==> config.mk <==
export PLATFORM = sky130hd
export DESIGN_NAME = coffee_dispense_sequencer
export DESIGN_NICKNAME = d
export VERILOG_FILES = /design/src/rtl/coffee_dispense_sequencer.sv
export SDC_FILE = /design/constraint.sdc
export NUM_CORES = 1
export LEC_CHECK = 0
export ABC_AREA = 1
export BUFFER_PORTS_ARGS = -buffer_cell sky130_fd_sc_hd__buf_2
export CAP_MARGIN = 20
export CORE_MARGIN = 3
export CORE_UTILIZATION = 57
export DETAILED_ROUTE_END_ITERATION = 12
export PLACE_DENSITY = 0.77
export SYNTH_ARGS = -nofsm -noshare
export SYNTH_HDL_FRONTEND = slang
export SYNTH_SLANG_ARGS = --single-unit
export TNS_END_PERCENT = 50
==> constraint.sdc <==
create_clock -name Clock -period 2 [get_ports Clock]
set_clock_uncertainty 0.2 [all_clocks]
set_input_delay 0 -clock Clock [delete_from_list [all_inputs] [get_ports Clock]]
set_output_delay 0 -clock Clock [all_outputs]
set_load 0.05 [all_outputs]
==> src/rtl/coffee_dispense_sequencer.sv <==
// Turns each coffee sale into an ordered, timed powder/cream/sugar/water valve sequence with a one-deep sale queue.
// Build option CUP_SENSE_EN adds Cup_Present: wait for a cup before powder, and pause valves while the cup is absent.
module coffee_dispense_sequencer #(
   parameter int unsigned COFFEE_CYC = 8,
   parameter int unsigned CREAM_CYC  = 4,
   parameter int unsigned SUGAR_CYC  = 3,
   parameter int unsigned WATER_CYC  = 10
) (
   input  logic       Clock,
   input  logic       nReset,
   input  logic       Coffee,
   input  logic       Water,
   input  logic       Cream,
   input  logic       Sugar,
`ifdef CUP_SENSE_EN
   input  logic       Cup_Present,
`endif
   output logic       Valve_Coffee,
   output logic       Valve_Cream,
   output logic       Valve_Sugar,
   output logic       Valve_Water,
   output logic       Busy,
   output logic       Done,
   output logic       Overrun,
   output logic [7:0] Cup_Count
);

   typedef enum logic [2:0] {
      S_IDLE, S_POWDER, S_CREAM, S_SUGAR, S_WATER, S_DONE, S_WAIT_CUP
   } state_e;

   localparam logic [7:0] COFFEE_LD = 8'(COFFEE_CYC - 1);
   localparam logic [7:0] CREAM_LD  = 8'(CREAM_CYC - 1);
   localparam logic [7:0] SUGAR_LD  = 8'(SUGAR_CYC - 1);
   localparam logic [7:0] WATER_LD  = 8'(WATER_CYC - 1);

`ifdef CUP_SENSE_EN
   localparam state_e START_ST = S_WAIT_CUP;
`else
   localparam state_e START_ST = S_POWDER;
`endif

   state_e     state_q, state_d;
   logic [7:0] cnt_q, cnt_d;
   logic [2:0] rec_q, rec_d;        // {W, C, S}
   logic [2:0] pend_q, pend_d;
   logic       pend_vld_q, pend_vld_d;
   logic [7:0] cups_q, cups_d;
   logic       ovr_q, ovr_d;
   logic       coffee_q;
   logic       trig;
   logic       cup_ok;
   logic [2:0] new_rec;

`ifdef CUP_SENSE_EN
   assign cup_ok = Cup_Present;
`else
   assign cup_ok = 1'b1;
`endif

   assign trig    = Coffee & ~coffee_q;
   assign new_rec = {Water, Cream, Sugar};

   // Phase order is fixed; a phase is skipped when its recipe flag is clear.
   function automatic state_e next_phase(input state_e cur, input logic [2:0] r);
      if (cur == S_POWDER && r[1]) return S_CREAM;
      if ((cur == S_POWDER || cur == S_CREAM) && r[0]) return S_SUGAR;
      if (cur != S_WATER && r[2]) return S_WATER;
      return S_DONE;
   endfunction

   function automatic logic [7:0] phase_load(input state_e s);
      case (s)
         S_CREAM: return CREAM_LD;
         S_SUGAR: return SUGAR_LD;
         S_WATER: return WATER_LD;
         default: return 8'd0;
      endcase
   endfunction

   always_comb begin
      state_d    = state_q;
      cnt_d      = cnt_q;
      rec_d      = rec_q;
      pend_d     = pend_q;
      pend_vld_d = pend_vld_q;
      cups_d     = cups_q;
      ovr_d      = 1'b0;

      case (state_q)
         S_IDLE: begin
            if (trig) begin
               state_d = START_ST;
               rec_d   = new_rec;
               cnt_d   = COFFEE_LD;
            end
         end
         S_DONE: begin
            cups_d = cups_q + 8'd1;
            if (pend_vld_q) begin
               // A sale arriving now refills the slot the departing recipe frees.
               state_d    = START_ST;
               rec_d      = pend_q;
               cnt_d      = COFFEE_LD;
               pend_vld_d = trig;
               pend_d     = new_rec;
            end else if (trig) begin
               state_d = START_ST;
               rec_d   = new_rec;
               cnt_d   = COFFEE_LD;
            end else begin
               state_d = S_IDLE;
            end
         end
`ifdef CUP_SENSE_EN
         S_WAIT_CUP: begin
            if (cup_ok) state_d = S_POWDER;
         end
`endif
         S_POWDER, S_CREAM, S_SUGAR, S_WATER: begin
            if (cup_ok) begin
               if (cnt_q == 8'd0) begin
                  state_d = next_phase(state_q, rec_q);
                  cnt_d   = phase_load(next_phase(state_q, rec_q));
               end else begin
                  cnt_d = cnt_q - 8'd1;
               end
            end
         end
         default: state_d = S_IDLE;
      endcase

      if (trig && state_q != S_IDLE && state_q != S_DONE) begin
         if (pend_vld_q) begin
            ovr_d = 1'b1;
         end else begin
            pend_vld_d = 1'b1;
            pend_d     = new_rec;
         end
      end
   end

   always_ff @(posedge Clock or negedge nReset) begin
      if (!nReset) begin
         state_q    <= S_IDLE;
         cnt_q      <= 8'd0;
         rec_q      <= 3'd0;
         pend_q     <= 3'd0;
         pend_vld_q <= 1'b0;
         cups_q     <= 8'd0;
         ovr_q      <= 1'b0;
         coffee_q   <= 1'b0;
      end else begin
         state_q    <= state_d;
         cnt_q      <= cnt_d;
         rec_q      <= rec_d;
         pend_q     <= pend_d;
         pend_vld_q <= pend_vld_d;
         cups_q     <= cups_d;
         ovr_q      <= ovr_d;
         coffee_q   <= Coffee;
      end
   end

   assign Valve_Coffee = (state_q == S_POWDER) & cup_ok;
   assign Valve_Cream  = (state_q == S_CREAM)  & cup_ok;
   assign Valve_Sugar  = (state_q == S_SUGAR)  & cup_ok;
   assign Valve_Water  = (state_q == S_WATER)  & cup_ok;
   assign Busy         = (state_q != S_IDLE);
   assign Done         = (state_q == S_DONE);
   assign Overrun      = ovr_q;
   assign Cup_Count    = cups_q;

endmodule

==> results of run 1 <==
-- logic make-up (layout without fill, tap and decap cells) --
| family | Yosys count | count (layout) | share of synthesized area |
|---|---|---|---|
| simple gates | 113 | 113 | 0.346 |
| buf+inv | 35 | 63 | 0.0849 |
| flops | 28 | 28 | 0.425 |
| compound gates | 23 | 23 | 0.0849 |
| xor+xnor | 7 | 7 | 0.0372 |
| fa+ha+maj | 3 | 3 | 0.0227 |
-- worst max-delay path: stages, from the launching register on --
cell	delay (ns)
dfrtp_1	0.48
inv_2	0.12
nand3_2	0.26
inv_1	0.15
buf_2	0.27
-- cells in the mapped netlist (2+ instances only) --
library cell | count | area share
nor2_8 | 2 | 0.024
nand3_2 | 3 | 0.018
nand2_1 | 59 | 0.13
o211ai_1 | 2 | 0.0091
xor2_1 | 5 | 0.027
a21oi_1 | 5 | 0.015
nand4_1 | 4 | 0.015
inv_1 | 31 | 0.071
ha_1 | 3 | 0.023
nor2_2 | 5 | 0.019
dfrtp_1 | 28 | 0.42
xnor2_1 | 2 | 0.011
o21ai_0 | 6 | 0.018
o21ai_1 | 7 | 0.021
nand2_2 | 9 | 0.034
nor2_1 | 16 | 0.036
nor2_4 | 2 | 0.014
inv_2 | 2 | 0.0046
nand3_1 | 10 | 0.030
-- cells in the final DEF, fill, tap and decap left out, types with 2 or more instances in the layout --
master,n
nand2_1,59
inv_1,31
dfrtp_1,28
buf_2,20
nor2_1,16
nand3_1,10
nand2_2,9
o21ai_1,7
o21ai_0,6
nor2_2,5
xor2_1,5
a21oi_1,5
dlygate4sd3_1,5
nand4_1,4
nand3_2,3
ha_1,3
clkbuf_4,3
inv_2,2
nor2_4,2
nor2_8,2
xnor2_1,2
o211ai_1,2
-- metal layers --
layer / wire length [um] / up-vias / GRT usage
li1: - / 710 / -
met1: 1630 / 656 / 0.300
met2: 1520 / 19 / 0.319
met3: 86 / 2 / 0.0194
met4: 10 / 0 / 0.0443
met5: 0 / - / 0
-- state kept, by name, summed over array words and instances (netlist names) --
name,cells
pend_q,3
cnt_q,8
pend_vld_q,1
rec_q,3
coffee_q,1
Overrun,1
state_q,3
Cup_Count,8
-- report_power, final --
| group | internal, mW | total, mW | switching (mW) |
|---|---|---|---|
| Sequential | 0.581 | 0.587 | 0.00620 |
| Combinational | 0.0202 | 0.0550 | 0.0348 |
| Clock | 0.203 | 0.370 | 0.167 |
-- path summary, 6_finish.rpt --
check,slack [ns],endpoint
min in group Clock,0.13,coffee_q$_DFF_PN0_
hold / removal,-0.005,cnt_q[6]$_DFFE_PN0P_
setup reg to reg,0.20,state_q[1]$_DFFE_PN0P_
setup / recovery,0.20,Done
max in group asynchronous,1.19,pend_q[0]$_DFF_PN0_
hold reg to reg,0.30,Cup_Count[6]$_DFFE_PN0P_
-- through the flow --
step           power, mW  utilization  worst slack, ns  cell area (sq um)
2_1_floorplan      0.621            -            0.269               1650
4_1_cts             1.03        0.719            0.176               1880
5_1_grt             1.05        0.719           0.0640               1880
6_report            1.01        0.719            0.199               1880
3_5_place_dp       0.646        0.680            0.226               1780
3_3_place_gp       0.644        0.680            0.275               1780
-- timing repair --
item / in CTS / in global routing
hold buffers: 5 / 0
gates resized for setup: 0 / 0
hold endpoints to repair: 38 / 0
-- cell type report --
type	count	area, sq um
clock buffers	3	22.5
clock inverters	1	30.0
fillers	217	733
inverters	34	129
multi-input cells	146	810
flip-flops and latches	28	701
well taps	30	37.5
repair buffers	25	150
==> metrics, run 1 <==
status=finished with violations; Hold Path Class=in2async; leakage=a little over 1 nW; Synth cell types=27; total grt overflow=0; critical path type=reg2out; DP Wirelength=2450 um; Core Area=roughly 2600 sq um; Inst Count DP=258; Seq/Total Area, Yosys=0.425; Highest Clock Rate=555 MHz; maxcap violations=0; CP max FO=11; ratio of final minimum period to clock period=0.900; Die Wd=about 60 um; Post-Layout Cell Count=267; hold_ws=-0.00501 ns; Critical Path Source=state_q[1]$_DFFE_PN0P_; Area Growth Syn to Fin=13.9%; Cells after Synth=around 210; CTS max path bufs=2; global-route wire length before repair=5600 um; share of cells above drive strength 1=0.219; die height=59.8 um; synth warn=0; Port Buf Inserts=20; routed vias/inst=roughly 5.2; Root Driver=clkbuf_4; vias in the first global route=1305; Post-synth EDFFs=0; Synth Flop Type=dfrtp_1; Slew Viols, Final=0; DRC=0; GRT Overall Usage=0.202; R2R Path Start=cnt_q[0]$_DFFE_PN0P_; row cnt=18; synthesized area per cell=7.90 sq um; min Tclk post-route=between 1.5 and 2 ns; ANT cells=0; PwrDens=539 nW/um^2; #FFs+latches synth=28; RePlAce Congestion=roughly 0.89; final hold violations=6; IO Count=21; 1st-pass router iterations=4; H-Tree Depth=1; final setup fails=0; full die area=3580 sq um; Worst Path Arrival=1.60 ns; via count=1387; CP required=1.80 ns; Rel. slew slack=0.589; drt wl/cell=~12 um; final wirelength=3250 um; RSZ-0062 raised after global routing=no; clock latency at the later pin of the worst-skew pair=0.33 ns; Clock Pin Slew Worst Setup and Hold Paths=0.16 ns; Syn Std Cell Area=between 1500 and 2000 sq um; nature of the critical path startpoint=register; largest net degree at the start of global routing=29; Setup Buffers After CTS=0; initial drt markers=68; Worst-Margin Slew=0.616 ns; syn nets=218; nets=247; CTS tree=yes; VDD IR-drop max=609 uV; FFs w/ async S/R, synth=1.00; Crit. End Element=output port; failing checks=negative hold slack; Antenna Nets Post-Route=0; Starting Density=0.632; CTS buffer count=3; antenna violations before repair=0; clk sinks=28; Total Neg Setup Slack=0 ns; Worst Reg2Reg Path Length in Cells=9
Power figures use the tool's default switching activity.
==> run 2, diff against run 1 <==
- CORE_UTILIZATION: 57 -> 59
- CTS_BUF_LIST: not set -> sky130_fd_sc_hd__clkbuf_4
- PLACE_DENSITY: 0.77 -> 0.79
==> run 2 against run 1 <==
  * Global-route usage is 1.9 points higher
  * Sequential power hardly changed
  * Sequential share of layout area stayed put
  * Routed wire length is 5.5% higher
  * Largest power group unchanged
  * Largest cell class unchanged
  * Count of clock-buffer cells in the layout stayed put
  * Critical path depth is 1 lower
  * First-iteration DRC count is 5.9% lower
  * The run still ends with negative hold slack left
==> metrics, run 2 (same netlist as run 1, synthesis figures left out) <==
Total Neg Setup Slack=0 ns (unchanged); nature of the critical path startpoint=register; Starting Density=0.643 (+0.0111); full die area=3470 sq um (-3.1%); H-Tree Depth=1 (unchanged); CP required=1.80 ns (about the same); leakage=1.03 nW (unchanged); RSZ-0062 raised after global routing=no; vias in the first global route=1358 (+4.1%); Hold Path Class=in2async; die height=58.9 um (-1.5%); Sequential Power Share=0.576 (-0.004); largest net degree at the start of global routing=29 (unchanged); Die Wd=58.9 um (-1.5%); DP Wirelength=2610 um (+6.7%); min Tclk post-route=1.88 ns (+0.0746 ns); Crit. End Element=output port; 1st-pass router iterations=4 (unchanged); antenna violations before repair=0 (unchanged); PwrDens=542 nW/um^2 (+0.61%); CTS resizes=0 (unchanged); maxcap violations=0 (unchanged); GRT Overall Usage=0.222 (+0.0193); via count=1416 (+2.1%); Slew Viols, Final=0 (unchanged); clock latency at the later pin of the worst-skew pair=0.33 ns (about the same); total grt overflow=0 (unchanged); drt wl/cell=12.8 um (+5.5%); Worst-Margin Slew=0.613 ns (-0.00310 ns); NetSw=214 uW (+2.9%); CTS buffer count=3 (unchanged); RePlAce Congestion=0.837 (-5.9%); Port Buf Inserts=20 (unchanged); ratio of final minimum period to clock period=0.938 (+0.0373); Clock Power Share=0.370 (+0.004); Antenna Nets Post-Route=0 (unchanged); Combinational Power Share=0.053 (about the same); Top delay family on crit path=flip-flops; worst stage delay on the critical path=0.54 ns (+0.06 ns); FF-to-FF setup slack=0.20 ns (about the same); number of hold buffers added after cts=5 (unchanged); Area Growth Syn to Fin=13.9% (unchanged); final wirelength=3420 um (+5.5%); clk sinks=28 (unchanged); hold_ws=-0.0139 ns (-0.00889 ns); nets=247 (unchanged); share of cells above drive strength 1=0.219 (unchanged); Rel. slew slack=0.591 (+0.00207); Setup Buffers After CTS=0 (unchanged); DRC=0 (unchanged); global-route wire length before repair=5880 um (+4.9%); CP max FO=11 (unchanged); failing checks=negative hold slack; CTS tree=yes; final hold violations=28 (+22); Clock Pin Slew Worst Setup and Hold Paths=0.15 ns (about the same); status=finished with violations; routed vias/inst=5.30 (+2.1%); Pint=804 uW (about the same); Worst Path Arrival=1.68 ns (+0.08 ns); critical path type=reg2out; final setup fails=0 (unchanged); sw frac=0.211 (+0.00463); Highest Clock Rate=533 MHz (-4.0%); IO Count=21 (unchanged); row cnt=18 (unchanged); CTS max path bufs=2 (unchanged); VDD IR-drop max=573 uV (-5.9%); most common cell after layout, fill and taps aside=nand2_1; Root Driver=clkbuf_4; WP buf/inv=2 (-1); slowest CP cell=dfrtp_1; most frequent cells in the layout=nand2_1 (59), inv_1 (31), dfrtp_1 (28), buf_2 (20), nor2_1 (16); initial drt markers=64 (-5.9%); cells along the critical path=nand3_2, inv_1, buf_2; ANT cells=0 (unchanged); Core Area=2570 sq um (-1.7%)
[run 2: cell counts in the layout (fill, tap and decap cells not counted)]
Identical to the previous run, type by type.
[run 2: per-stage QoR]
stage,std cells,setup slack [ns],util,power [mW],cell area (sq um)
finish,267,0.125,0.732,1.02,1880
global placement,258,0.275,0.692,0.645,1780
CTS,267,0.120,0.732,1.02,1880
global route,267,0.0188,0.732,1.05,1880
floorplan,209,0.269,-,0.621,1650
detailed placement,258,0.230,0.692,0.646,1780
[run 2: worst register-to-register path, cell delays in order, from the launching register on]
cell and delay [ns]:
dfrtp_1 0.54, nand3_2 0.35, nor3_4 0.26, nand3_1 0.13, o21ai_1 0.16, nand2_1 0.07
[run 2: final cells by class]
type | instances | area, sq um
tap | 30 | 37.5
fill | 220 | 688
clock buffer | 3 | 22.5
clock inverter | 1 | 30.0
multi-input combinational | 146 | 810
inverter | 34 | 129
timing repair buffer | 25 | 150
sequential | 28 | 701
[run 2: worst paths after layout]
check / cells past startpoint / end / startpoint
max: 3 / Done / state_q[0]$_DFFE_PN0P_
min: 2 / state_q[2]$_DFFE_PN0P_ / nReset
max reg2reg: 5 / Cup_Count[7]$_DFFE_PN0P_ / state_q[0]$_DFFE_PN0P_
min reg2reg: 1 / Cup_Count[6]$_DFFE_PN0P_ / Cup_Count[6]$_DFFE_PN0P_
max in group asynchronous: 2 / cnt_q[4]$_DFFE_PN0P_ / nReset
min in group Clock: 2 / coffee_q$_DFF_PN0_ / Coffee
[run 2: routing by layer]
metal,track usage,wire length (um)
met1,0.275,1480
met2,0.383,1670
met3,0.0241,188
met4,0.104,82
met5,0,0
[run 2: power by group through the flow]
| stage | Clock (mW) | Sequential, mW | Combinational, mW |
|---|---|---|---|
| after floorplan | 0 | 0.600 | 0.0210 |
| after global placement | 0 | 0.598 | 0.0477 |
| after detailed placement | 0 | 0.597 | 0.0483 |
| after CTS | 0.382 | 0.587 | 0.0561 |
| after global routing | 0.404 | 0.588 | 0.0627 |
| final | 0.377 | 0.587 | 0.0545 |
==> run 3, diff against run 2 <==
- CORE_UTILIZATION: 59 -> 55
- PLACE_DENSITY: 0.79 -> 0.74
==> run 3 against run 2 <==
  * The flow now finishes without violations
  * Register-to-register slack hardly changed
  * Sequential share of layout area is 0.42 points lower
  * Via count is 0.42% higher
  * Largest cell class unchanged
  * Highest routed layer unchanged
==> metrics, run 3 (same netlist as run 1, synthesis figures left out) <==
pre-CTS setup slack=0.233 ns (+0.00303 ns); final wirelength=3300 um (-3.7%); antenna violations before repair=0 (unchanged); Clock Pin Slew Worst Setup and Hold Paths=0.15 ns (about the same); maxcap violations=0 (unchanged); min Tclk post-route=1.83 ns (-0.0501 ns); total grt overflow=0 (unchanged); nature of the critical path startpoint=register; global-route wire length before repair=5490 um (-6.6%); Post-DP Area=1780 sq um (about the same); full die area=3690 sq um (+6.5%); Worst Path Arrival=1.63 ns (-0.05 ns); Finished Cell Area=1900 sq um (+1.1%); final hold violations=0 (-100%); Setup Buffers After CTS=0 (unchanged); DP Wirelength=2450 um (-6.1%); metal2 WL=1590 um (-4.4%); CP max FO=11 (unchanged); share of cells above drive strength 1=0.218 (-0.00184); met3 wire len=114 um (-39%); IO Count=21 (unchanged); row cnt=19 (+1); vias in the first global route=1288 (-5.2%); clk sinks=28 (unchanged); Worst-Margin Slew=0.697 ns (+0.0842 ns); Rel. slew slack=0.534 (-0.0577); VDD IR-drop max=388 uV (-32%); routed vias/inst=5.27 (-0.69%); M1 WL=1530 um (+2.8%); final setup fails=0 (unchanged); leakage=1.04 nW (+0.81%); Starting Density=0.588 (-0.0545); 1st-pass router iterations=4 (unchanged); Slew Viols, Final=0 (unchanged); initial drt markers=78 (+22%); clock latency at the later pin of the worst-skew pair=0.35 ns (+0.02 ns); setup ws final=0.175 ns (+0.0501 ns); via count=1422 (+0.42%); CTS max path bufs=2 (unchanged); ANT cells=0 (unchanged); most common cell after layout, fill and taps aside=nand2_1; RSZ-0062 raised after global routing=no; Total Neg Setup Slack=0 ns (unchanged); CP required=1.80 ns (about the same); die height=60.8 um (+3.2%); number of hold buffers added after cts=7 (+2); max layer used=met4; Highest Clock Rate=548 MHz (+2.7%); most frequent cells in the layout=nand2_1 (59), inv_1 (31), dfrtp_1 (28), buf_2 (20), nor2_1 (16); CTS buffer count=3 (unchanged); Root Driver=clkbuf_4; Core Area=2810 sq um (+9.3%); status=completed; Hold Path Class=in2reg; Crit. End Element=output port; Die Wd=60.8 um (+3.2%); largest net degree at the start of global routing=17 (-41%); H-Tree Depth=1 (unchanged); Port Buf Inserts=20 (unchanged); RePlAce Congestion=0.827 (-1.2%); DRC=0 (unchanged); nets=249 (+0.81%); CTS resizes=0 (unchanged); Antenna Nets Post-Route=0 (unchanged); critical path type=reg2out; PwrDens=541 nW/um^2 (-0.22%); Area Growth Syn to Fin=15.2%; CTS tree=yes; GRT Overall Usage=0.198 (-0.0235); ratio of final minimum period to clock period=0.913 (-0.0251); drt wl/cell=12.2 um (-4.8%)
## run 3: report_power, final
part           leakage, nW  switching, mW  total [mW]  internal, mW
Clock               0.0279          0.179       0.383         0.203
Combinational        0.668         0.0345      0.0573        0.0228
Sequential           0.342        0.00677       0.588         0.581
Total                 1.04          0.221        1.03         0.807
## run 3: per-stage QoR
step | cells | utilization | hold slack, ns | total power, mW
final | 270 | 0.678 | 0.104 | 1.03
after global routing | 270 | 0.678 | 0.116 | 1.06
after CTS | 270 | 0.678 | 0.0942 | 1.04
after detailed placement | 259 | 0.634 | -0.142 | 0.646
after global placement | 259 | 0.634 | -0.153 | 0.644
after floorplan | 209 | - | -0.496 | 0.621
## run 3: area by class of cell
type	instances	area, sq um
clock inverters	1	30.0
multi-input cells	146	810
clock buffers	3	22.5
inverters	34	129
well taps	31	38.8
flip-flops and latches	28	701
repair buffers	27	170
fillers	241	905
## run 3: worst paths after layout
kind / from / end / slack [ns] / depth (start not counted)
worst max-delay path: state_q[1]$_DFFE_PN0P_ / Done / 0.17 / 4
worst min-delay path: Coffee / coffee_q$_DFF_PN0_ / 0.10 / 2
worst max register to register: cnt_q[0]$_DFFE_PN0P_ / state_q[1]$_DFFE_PN0P_ / 0.19 / 9
worst min register to register: Cup_Count[6]$_DFFE_PN0P_ / Cup_Count[6]$_DFFE_PN0P_ / 0.30 / 1
max in group asynchronous: nReset / cnt_q[5]$_DFFE_PN0P_ / 0.62 / 3
min in group asynchronous: nReset / state_q[2]$_DFFE_PN0P_ / 0.50 / 3
## run 3: layer usage
layer / up-vias / track usage
met5: - / 0
met3: 9 / 0.0191
li1: 710 / -
met4: 0 / 0.0805
met1: 667 / 0.266
met2: 36 / 0.328
## run 3: worst max-delay path, stage by stage (launching register included)
cell and delay (ns):
dfrtp_1 0.48, inv_2 0.12, nand3_2 0.26, inv_1 0.15, buf_2 0.27
